## src/rtl/multicycle_control.sv

```systemverilog
// multicycle_control
//   Moore-style sequencer for the multicycle RV32I core. It steps the shared
//   datapath (one ALU, one memory port, immediate extender, register file)
//   through fetch, decode, execute, memory and writeback. It also keeps a
//   count of retired instructions.
//
// Ports
//   clk, rst_n  : core clock (rising edge); asynchronous active-low reset
//   instr       : instruction register contents, stable from DECODE onward
//   Zero        : ALU zero flag for this cycle's ALU result
//   mem_ready   : the memory port completes its access this cycle
//   PCWrite, AdrSrc, MemWrite, IRWrite, RegWrite  : datapath strobes/selects
//   ResultSrc, ALUSrcA, ALUSrcB, ALUControl        : datapath mux/op selects
//   ImmSrc      : immediate format for the extender (I/S/B/U/J)
//   illegal     : one-cycle pulse when DECODE sees an unsupported opcode
//   instret     : retired-instruction counter, wraps from all-ones to 0
module multicycle_control #(
  parameter int DATA_WIDTH = 32
) (
  input  logic                  clk,
  input  logic                  rst_n,
  input  logic [DATA_WIDTH-1:0] instr,
  input  logic                  Zero,
  input  logic                  mem_ready,
  output logic                  PCWrite,
  output logic                  AdrSrc,
  output logic                  MemWrite,
  output logic                  IRWrite,
  output logic                  RegWrite,
  output logic [1:0]            ResultSrc,
  output logic [1:0]            ALUSrcA,
  output logic [1:0]            ALUSrcB,
  output logic [2:0]            ALUControl,
  output logic [2:0]            ImmSrc,
  output logic                  illegal,
  output logic [DATA_WIDTH-1:0] instret
);

  localparam logic [3:0] S_FETCH    = 4'd0;
  localparam logic [3:0] S_DECODE   = 4'd1;
  localparam logic [3:0] S_MEMADR   = 4'd2;
  localparam logic [3:0] S_MEMREAD  = 4'd3;
  localparam logic [3:0] S_MEMWB    = 4'd4;
  localparam logic [3:0] S_MEMWRITE = 4'd5;
  localparam logic [3:0] S_EXECR    = 4'd6;
  localparam logic [3:0] S_EXECI    = 4'd7;
  localparam logic [3:0] S_ALUWB    = 4'd8;
  localparam logic [3:0] S_BRANCH   = 4'd9;
  localparam logic [3:0] S_JAL      = 4'd10;
  localparam logic [3:0] S_LUI      = 4'd11;

  localparam logic [6:0] OP_LOAD   = 7'b0000011;
  localparam logic [6:0] OP_STORE  = 7'b0100011;
  localparam logic [6:0] OP_RTYPE  = 7'b0110011;
  localparam logic [6:0] OP_ITYPE  = 7'b0010011;
  localparam logic [6:0] OP_BRANCH = 7'b1100011;
  localparam logic [6:0] OP_JAL    = 7'b1101111;
  localparam logic [6:0] OP_LUI    = 7'b0110111;

  localparam logic [2:0] ALU_ADD = 3'b000;
  localparam logic [2:0] ALU_SUB = 3'b001;
  localparam logic [2:0] ALU_AND = 3'b010;
  localparam logic [2:0] ALU_OR  = 3'b011;
  localparam logic [2:0] ALU_XOR = 3'b100;
  localparam logic [2:0] ALU_SLT = 3'b101;

  logic [3:0]            state;
  logic [3:0]            state_next;
  logic [DATA_WIDTH-1:0] instret_q;
  logic                  retire;
  logic [6:0]            opcode;
  logic [2:0]            funct3;

  assign opcode = instr[6:0];
  assign funct3 = instr[14:12];

  // Instruction bits the controller does not look at (registers, immediates).
  logic unused_instr_bits;
  assign unused_instr_bits = ^{instr[DATA_WIDTH-1:31], instr[29:15], instr[11:7]};

  // Immediate format depends only on the opcode, so the extender is already
  // correct during DECODE when the branch/jump target is precomputed.
  function automatic logic [2:0] imm_src_dec(input logic [6:0] op);
    case (op)
      OP_LOAD, OP_ITYPE: imm_src_dec = 3'b000;
      OP_STORE:          imm_src_dec = 3'b001;
      OP_BRANCH:         imm_src_dec = 3'b010;
      OP_LUI:            imm_src_dec = 3'b011;
      OP_JAL:            imm_src_dec = 3'b100;
      default:           imm_src_dec = 3'b000;
    endcase
  endfunction

  // funct3 -> ALU op. sub_ok is only set for R-type, because for I-type
  // instructions bit 30 belongs to the immediate.
  function automatic logic [2:0] alu_dec(input logic [2:0] f3, input logic sub_ok);
    case (f3)
      3'b000:  alu_dec = sub_ok ? ALU_SUB : ALU_ADD;
      3'b100:  alu_dec = ALU_XOR;
      3'b110:  alu_dec = ALU_OR;
      3'b111:  alu_dec = ALU_AND;
      3'b010:  alu_dec = ALU_SLT;
      default: alu_dec = ALU_ADD;
    endcase
  endfunction

  always_comb begin
    state_next = state;
    PCWrite    = 1'b0;
    AdrSrc     = 1'b0;
    MemWrite   = 1'b0;
    IRWrite    = 1'b0;
    RegWrite   = 1'b0;
    ResultSrc  = 2'b00;
    ALUSrcA    = 2'b00;
    ALUSrcB    = 2'b00;
    ALUControl = ALU_ADD;
    illegal    = 1'b0;
    retire     = 1'b0;
    ImmSrc     = imm_src_dec(opcode);

    case (state)
      S_FETCH: begin
        // PC + 4 goes straight back into the PC while the IR captures memory.
        ALUSrcB   = 2'b10;
        ResultSrc = 2'b10;
        IRWrite   = mem_ready;
        PCWrite   = mem_ready;
        if (mem_ready) state_next = S_DECODE;
      end
      S_DECODE: begin
        ALUSrcA = 2'b01;
        ALUSrcB = 2'b01;
        case (opcode)
          OP_LOAD, OP_STORE: state_next = S_MEMADR;
          OP_RTYPE:          state_next = S_EXECR;
          OP_ITYPE:          state_next = S_EXECI;
          OP_BRANCH:         state_next = S_BRANCH;
          OP_JAL:            state_next = S_JAL;
          OP_LUI:            state_next = S_LUI;
          default: begin
            illegal    = 1'b1;
            state_next = S_FETCH;
          end
        endcase
      end
      S_MEMADR: begin
        ALUSrcA = 2'b10;
        ALUSrcB = 2'b01;
        // Loads and stores share MEMADR; bit 5 of the opcode splits them.
        state_next = instr[5] ? S_MEMWRITE : S_MEMREAD;
      end
      S_MEMREAD: begin
        AdrSrc = 1'b1;
        if (mem_ready) state_next = S_MEMWB;
      end
      S_MEMWB: begin
        ResultSrc  = 2'b01;
        RegWrite   = 1'b1;
        retire     = 1'b1;
        state_next = S_FETCH;
      end
      S_MEMWRITE: begin
        AdrSrc   = 1'b1;
        MemWrite = 1'b1;
        if (mem_ready) begin
          retire     = 1'b1;
          state_next = S_FETCH;
        end
      end
      S_EXECR: begin
        ALUSrcA    = 2'b10;
        ALUControl = alu_dec(funct3, instr[30]);
        state_next = S_ALUWB;
      end
      S_EXECI: begin
        ALUSrcA    = 2'b10;
        ALUSrcB    = 2'b01;
        ALUControl = alu_dec(funct3, 1'b0);
        state_next = S_ALUWB;
      end
      S_ALUWB: begin
        RegWrite   = 1'b1;
        retire     = 1'b1;
        state_next = S_FETCH;
      end
      S_BRANCH: begin
        // Compare rs1 - rs2; the target was already latched during DECODE.
        ALUSrcA    = 2'b10;
        ALUControl = ALU_SUB;
        case (funct3)
          3'b000:  PCWrite = Zero;
          3'b001:  PCWrite = ~Zero;
          default: PCWrite = 1'b0;
        endcase
        retire     = 1'b1;
        state_next = S_FETCH;
      end
      S_JAL: begin
        // Jump to the DECODE-computed target while the ALU forms OldPC + 4
        // as the link value written back in ALUWB.
        ALUSrcA    = 2'b01;
        ALUSrcB    = 2'b10;
        PCWrite    = 1'b1;
        state_next = S_ALUWB;
      end
      S_LUI: begin
        ResultSrc  = 2'b11;
        RegWrite   = 1'b1;
        retire     = 1'b1;
        state_next = S_FETCH;
      end
      default: state_next = S_FETCH;
    endcase
  end

  always_ff @(posedge clk or negedge rst_n) begin
    if (!rst_n) begin
      state     <= S_FETCH;
      instret_q <= '0;
    end else begin
      state <= state_next;
      if (retire) instret_q <= instret_q + DATA_WIDTH'(1);
    end
  end

  assign instret = instret_q;

endmodule

```

## config.mk

```make
export PLATFORM = sky130hd
export DESIGN_NAME = multicycle_control
export DESIGN_NICKNAME = d
export VERILOG_FILES = /design/src/rtl/multicycle_control.sv
export SDC_FILE = /design/constraint.sdc
export NUM_CORES = 1
export LEC_CHECK = 0
export CAP_MARGIN = 30
export CORE_AREA = 5 5 68 85
export CTS_BUF_LIST = sky130_fd_sc_hd__clkbuf_16
export DETAILED_ROUTE_END_ITERATION = 8
export DIE_AREA = 0 0 73 90
export GPL_ROUTABILITY_DRIVEN = 1
export PLACE_DENSITY = 0.92
export SYNTH_ARGS = -nofsm -noshare
export SYNTH_HDL_FRONTEND = slang
export SYNTH_SLANG_ARGS = --single-unit
```

## constraint.sdc

```tcl
create_clock -name clk -period 2.8 [get_ports clk]
set_input_delay 0.56 -clock clk [delete_from_list [all_inputs] [get_ports clk]]
set_output_delay 0.56 -clock clk [all_outputs]
set_load 0.02 [all_outputs]
```

==> results by group, run 1 <==
Synth
  • Sequential-to-total area share from yosys stat: between 40% and 50%
  • Syn_nets: about 260
  • Synthesized cell area: 0.00221 mm2
  • Primary FF master, synth: dfrtp_1
  • Yosys reg bits: 36
  • Most frequent cells after synthesis: dfrtp_1 (36), xnor2_1 (28), nand3_1 (19)
  • Cell with the most instances after synthesis: dfrtp_1
  • Asr flop ratio synth: between 90% and 100%
  • Number of synthesized flops with an enable pin: 0
  • Synth area leaders: dfrtp_1 (41%), xnor2_1 (11%), nand3_1 (4.3%)
  • Avg Synthesized Cell Area: 9.72 um2
  • Yosys warns: 0
  • Unique masters post-synth: 45
  • Number of cells produced by synthesis: between 200 and 250
  • Dominant cell type by area after synthesis: dfrtp_1
  • Top cell type's share of synthesized area: 40.8%

Die
  • Die height: ~90 um
  • Die ar.: between 0.006 and 0.007 mm2
  • Total core area: 0.00493 mm2
  • I/O pins: 86
  • # rows: 29
  • Starting Density: between 40% and 50%
  • Die X: approximately 73 um

Timing
  • Setup ws final: just under 0.09 ns
  • Setup violators final: 0
  • Final Cycle Share: between 90% and 100%
  • Clock Skews: just over 0.006 ns
  • Worst-Margin Slew: 0.479 ns
  • Max frequency: roughly 370 MHz
  • Post-route minimum period: around 2.7 ns
  • Final hold violations: 0
  • Slew Viols, Final: 0
  • RSZ-0062 raised after global routing: false
  • Max_slew headroom: between 60 and 70%
  • Worst Hold Slack: about 0.5 ns

Layout
  • Finished Cell Area: around 0.0031 mm2
  • Finished Core Util: approximately 64%
  • Filler cells: approximately 400
  • Area Overhead vs Synth: 42.6%
  • Share of layout cells above drive strength 1: between 10% and 20%
  • Nets: 341
  • Multi-input gate area: about 0.0012 mm2
  • # diodes: 0
  • Sequential Area: around 900 um2

CTS
  • Insertion delay of the later-clocked pin in the worst-skew pair: about 0.28 ns
  • Clock transition at path regs: around 0.060 ns
  • Hold buffers post-CTS: 0
  • CTS H-tree depth: 2
  • Total clock sinks: 36
  • CTS tree: done
  • Post-CTS setup buffer count: 0
  • CTS root buf: clkbuf_16
  • CTS max path bufs: 2
  • TritonCTS Buffers: 5

Global route
  • Initial antenna violation count: 0
  • GR Overflow Total: 0
  • Gr usage total: about 17%
  • First-pass GRT wire length: a little over 9000 um
  • Vias in the first global route: approximately 2000
  • Pin count of the biggest net entering global routing: 37

Routing
  • Initial drt markers: 127
  • Drt pass-1 iters: 4
  • Via count: 2025
  • Routed WL per cell: 15.1 um
  • Routed Antenna Nets: 0
  • Drt total wl: ~5500 um
  • Vias per cell: roughly 5.5
  • Number of remaining DRC errors: 0

Placed design
  • Detailed Place HPWL: roughly 4200 um
  • Placed Area: 0.00298 mm2
  • Setup WS pre-CTS: -0.0746 ns
  • GPL Wtd Cong: just over 0.8
  • IO buf count: 64

Power
  • Peak supply drop: roughly 270 uV
  • Reg power frac: approximately two fifths
  • Power share of the combinational group: around a fifth
  • NetSw: approximately 0.00039 W
  • Internal power: approximately 0.0011 W
  • Clock power share: 41.4%
  • Sw frac: around a quarter
  • Power density cells: about 470 mW/mm2
  • Leak Pwr: between 1 and 1.5 nW

Critical path
  • WS Path Type: primary input to output port
  • Critical path capture point type: output port
  • Worst path cell trace: clkdlybuf4s50_1 > buf_4 > nor2_1 > a21oi_1 > o31ai_1 > clkdlybuf4s50_1
  • Top delay family on crit path: buffers and inverters
  • Startpoint Class: primary input
  • Worst EP required: 2.24 ns
  • Most used cell, CP: clkdlybuf4s50_1
  • Critical Path AT: 2.15 ns
  • Max incr delay on CP: roughly 0.65 ns
  • CP max FO: 3
  • Worst path bufs/invs: 3
  • Critical path's slowest cell: clkdlybuf4s50_1

Hold path
  • Class of the worst hold path: register to register

Flow run
  • Max-cap violation count: 0

Outcome
  • Status: complete, no violations
final timing paths:
kind	from	end	slack [ns]	depth (start not counted)
worst max-delay path	instr[14]	ALUControl[0]	0.09	6
worst max register to register	state[3]$_DFFE_PN0P_	instret[23]$_DFFE_PN0P_	0.76	6
worst min-delay path	instret[17]$_DFFE_PN0P_	instret[17]$_DFFE_PN0P_	0.50	1
worst min register to register	instret[17]$_DFFE_PN0P_	instret[17]$_DFFE_PN0P_	0.50	1
max in group asynchronous	rst_n	state[1]$_DFFE_PN0P_	1.77	2
min in group asynchronous	rst_n	instret[26]$_DFFE_PN0P_	0.71	2
state kept, by name, summed over array words and instances, names as in the netlist:
signal / flops
instret: 32
state: 4
area by class of cell:
cell class / instances / share of cell area, %
flip-flops and latches: 36 / 28.6
clock buffers: 5 / 3.97
well taps: 62 / 2.46
clock inverters: 3 / 1.19
inverters: 5 / 0.596
repair buffers: 82 / 24.7
multi-input cells: 174 / 38.5
stage by stage:
stage / cells / power (W) / setup TNS (ns)
floorplan: 227 / 0.000736 / 0
global placement: 359 / 0.000879 / -0.114
detailed placement: 359 / 0.000886 / -0.132
CTS: 367 / 0.00150 / 0
global route: 367 / 0.00155 / 0
finish: 367 / 0.00149 / 0
cells by family after synthesis:
| family | synth area share [%] |
|---|---|
| compound gates | 8.73 |
| simple gates | 28.9 |
| buf+inv | 4.42 |
| flops | 40.8 |
| fa+ha+maj | 0.567 |
| xor+xnor | 14.7 |
| mux | 1.87 |
power by group through the flow:
stage / clock network (W) / registers, W / logic, W
2_1_floorplan: 0 / 0.000604 / 0.000133
3_3_place_gp: 0 / 0.000581 / 0.000299
3_5_place_dp: 0 / 0.000583 / 0.000303
4_1_cts: 0.000623 / 0.000575 / 0.000303
5_1_grt: 0.000643 / 0.000580 / 0.000328
6_report: 0.000616 / 0.000574 / 0.000300
timing repair:
item                                    in CTS  in global routing
hold endpoints to repair                     0                  0
endpoints found under the setup margin       3                  2
gates resized for setup                      4                  2
routing by layer:
metal	vias up	GRT usage, %	wire length, um
li1	956	-	-
met1	1001	19.6	2110
met2	58	31.5	3060
met3	10	4.02	279
met4	0	4.77	92
met5	-	0	0
cell usage in the layout (no fill, tap or decap), drive strengths merged:
cell type       n
a211o           2
a21oi          10
a22oi           1
a31oi           2
a32o            1
a32oi           1
and2            1
and2b           2
and3            8
and4            4
and4bb          1
buf            18
bufinv          1
clkbuf          5
clkdlybuf4s50  59
clkinv          2
dfrtp          36
dlygate4sd2     3
dlymetal6s2s    2
ha              1
inv             5
mux2            1
mux2i           3
nand2          18
nand2b          5
nand3          19
nand3b          2
nand4          11
nor2           12
nor2b           5
nor3            8
nor3b           1
nor4            3
o21ai           9
o31ai           3
or3             2
or4             1
xnor2          28
xor2            9
(Power assumes the default switching activity.)
==> run 2: changes to the inputs <==
Settings changed: MAX_ROUTING_LAYER from default to met4.
==> run 2 against run 1 <==
Against the previous run:
- sequential power hardly changed
- first-iteration DRC count is 6.3% lower
- worst setup slack worse by 0.0040 ns
- critical endpoint unchanged
- register-to-register slack hardly changed
- clock power hardly changed
- global-route usage is 0.47 points higher
==> results by group, run 2 (synthesis gave the netlist of run 1 again) <==
Outcome
  • Status: complete, no violations (unchanged)

CTS
  • TritonCTS Buffers: 5 (unchanged)
  • Insertion delay of the later-clocked pin in the worst-skew pair: 0.28 ns (about the same)
  • CTS H-tree depth: 2 (unchanged)
  • Total clock sinks: 36 (unchanged)
  • CTS max path bufs: 2 (unchanged)
  • Post-CTS setup buffer count: 0 (unchanged)
  • CTS root buf: clkbuf_16 (unchanged)
  • Clock transition at path regs: 0.06 ns (about the same)
  • CTS tree: done (unchanged)

Routing
  • Routed Antenna Nets: 0 (unchanged)
  • Via count: 2009 (was 2025)
  • Drt pass-1 iters: 4 (unchanged)
  • Initial drt markers: 119 (was 127)
  • Number of remaining DRC errors: 0 (unchanged)
  • Drt total wl: 5560 um (was 5540 um)
  • Routed WL per cell: 15.1 um (about the same)
  • Vias per cell: 5.47 (was 5.52)

Critical path
  • Critical path's slowest cell: clkdlybuf4s50_1 (unchanged)
  • End of the critical path: ALUControl[0] (unchanged)
  • Max incr delay on CP: 0.65 ns (about the same)
  • Worst EP required: 2.24 ns (about the same)
  • Worst path depth: 6 (unchanged)
  • Startpoint Class: primary input (unchanged)
  • Most used cell, CP: clkdlybuf4s50_1 (unchanged)
  • FF-to-FF End: instret[23]$_DFFE_PN0P_ (unchanged)
  • CP max FO: 3 (unchanged)
  • Critical path capture point type: output port (unchanged)
  • Reg2Reg Depth: 6 (unchanged)
  • Worst setup path start: instr[14] (unchanged)
  • Critical Path AT: 2.16 ns (was 2.15 ns)
  • R2r setup slk: 0.76 ns (about the same)
  • WS Path Type: primary input to output port (unchanged)
  • Top delay family on crit path: buffers and inverters (unchanged)
  • Worst path bufs/invs: 3 (unchanged)
  • Worst r2r src: state[3]$_DFFE_PN0P_ (unchanged)
  • Worst path cell trace: clkdlybuf4s50_1 > buf_4 > nor2_1 > a21oi_1 > o31ai_1 > clkdlybuf4s50_1 (unchanged)

Timing
  • Post-route minimum period: 2.72 ns (was 2.71 ns)
  • Final hold violations: 0 (unchanged)
  • Worst-Margin Slew: 0.480 ns (was 0.479 ns)
  • Clock Skews: 0.00586 ns (was 0.00624 ns)
  • Max_slew headroom: 67.9% (about the same)
  • Max frequency: 368 MHz (was 369 MHz)
  • Final Cycle Share: 97.0% (was 96.9%)
  • Slew Viols, Final: 0 (unchanged)
  • Setup violators final: 0 (unchanged)
  • RSZ-0062 raised after global routing: false (unchanged)

Power
  • Clock power share: 41.4% (about the same)
  • Power density cells: 473 mW/mm2 (about the same)
  • Reg power frac: 38.5% (about the same)
  • Power share of the combinational group: 20.1% (about the same)
  • Sw frac: 26.4% (was 26.3%)
  • Leak Pwr: 1.43 nW (unchanged)
  • Internal power: 0.00110 W (about the same)
  • NetSw: 0.000393 W (was 0.000392 W)
  • Peak supply drop: 274 uV (was 272 uV)

Global route
  • Busiest metal layer after global routing: met2 (unchanged)
  • GRT met1 Usage: 19.9% (was 19.6%)
  • Vias in the first global route: 1962 (was 1955)
  • GR Overflow Total: 0 (unchanged)
  • First-pass GRT wire length: 9230 um (was 9250 um)
  • Gr usage total: 17.8% (was 17.3%)
  • Pin count of the biggest net entering global routing: 37 (unchanged)
  • Initial antenna violation count: 0 (unchanged)
  • Met3 Use GR: 3.35% (was 4.02%)
  • Grt met2 use: 31.6% (was 31.5%)

Die
  • Total core area: 0.00493 mm2 (unchanged)
  • Starting Density: 44.7% (unchanged)
  • Die ar.: 0.00657 mm2 (unchanged)
  • Die X: 73 um (unchanged)
  • I/O pins: 86 (unchanged)
  • Die height: 90 um (unchanged)
  • # rows: 29 (unchanged)

Placed design
  • IO buf count: 64 (unchanged)
  • Placed cell count: 359 (unchanged)
  • GPL Wtd Cong: 0.827 (was 0.814)
  • Detailed Place HPWL: 4170 um (unchanged)

Layout
  • Area Overhead vs Synth: 42.6% (unchanged)
  • Share of layout cells above drive strength 1: 13.4% (unchanged)
  • Nets: 341 (unchanged)
  • Layout Cells excl Fill: 367 (unchanged)
  • # diodes: 0 (unchanged)
  • Largest register FFs: 32 (unchanged)
  • Commonest non-fill, non-tap cell in the layout: clkdlybuf4s50_1 (unchanged)
  • Most frequent cells in the layout: clkdlybuf4s50_1 (59), dfrtp_1 (36), xnor2_1 (28) (unchanged)
  • Finished Core Util: 63.8% (unchanged)

Hold path
  • Class of the worst hold path: register to register (unchanged)

Flow run
  • Max-cap violation count: 0 (unchanged)
## run 2: cell counts in the layout (fill, tap and decap cells not counted)
No cell type changed its count.
## run 2: stage by stage
stage          hold WS, ns  TNS, ns  total power [W]  instance area, um2  worst slack (ns)
6_report             0.502        0          0.00149                3150            0.0841
5_1_grt              0.507        0          0.00155                3150           0.00157
4_1_cts              0.500        0          0.00150                3140            0.0208
3_5_place_dp         0.493   -0.132         0.000886                2980           -0.0746
3_3_place_gp         0.459   -0.114         0.000879                2980           -0.0560
2_1_floorplan        0.264        0         0.000736                2210             0.586
## run 2: layout make-up
type / count / area, um2
clock buffer: 5 / 125
clock inverter: 3 / 37.5
fill: 409 / 1790
inverter: 5 / 18.8
multi-input combinational: 174 / 1210
sequential: 36 / 901
tap: 62 / 77.6
timing repair buffer: 82 / 777
## run 2: power groups by stage
| stage | combinational, W | clock [W] | sequential [W] |
|---|---|---|---|
| floorplan | 0.000133 | 0 | 0.000604 |
| CTS | 0.000303 | 0.000623 | 0.000575 |
| global route | 0.000327 | 0.000643 | 0.000580 |
| finish | 0.000300 | 0.000617 | 0.000574 |
| detailed placement | 0.000303 | 0 | 0.000583 |
| global placement | 0.000299 | 0 | 0.000581 |
## run 2: how the worst min path moves through the flow
stage                                       start                 endpoint  slack, ns  cells after the start
after global placement    instret[31]$_DFFE_PN0P_  instret[31]$_DFFE_PN0P_       0.46                      1
after detailed placement  instret[17]$_DFFE_PN0P_  instret[17]$_DFFE_PN0P_       0.49                      1
after CTS                 instret[17]$_DFFE_PN0P_  instret[17]$_DFFE_PN0P_       0.50                      1
after global routing      instret[17]$_DFFE_PN0P_  instret[17]$_DFFE_PN0P_       0.51                      1
final                     instret[17]$_DFFE_PN0P_  instret[17]$_DFFE_PN0P_       0.50                      1
after floorplan                             rst_n   instret[0]$_DFFE_PN0P_       0.26                      0
## run 2: metal layers
layer	vias up	wire length, um	part of all wire, %
met4	0	85	1.5
met3	9	234	4.2
met1	988	2170	39
li1	954	-	-
met2	58	3070	55
met5	-	0	0
## run 2: worst reg2reg max path, stage by stage (launching register included)
cell and delay (ns):
dfrtp_1 0.37, buf_4 0.18, and2b_4 0.29, a32o_1 0.37, and3_1 0.40, nand4_1 0.16, xnor2_1 0.15
## run 2: repair_timing
action	4_1_cts	5_1_grt
setup endpoints to repair	3	2
endpoints found under the hold margin	0	0
gates cloned	0	0
hold buffers	0	0
gates resized for setup	4	2
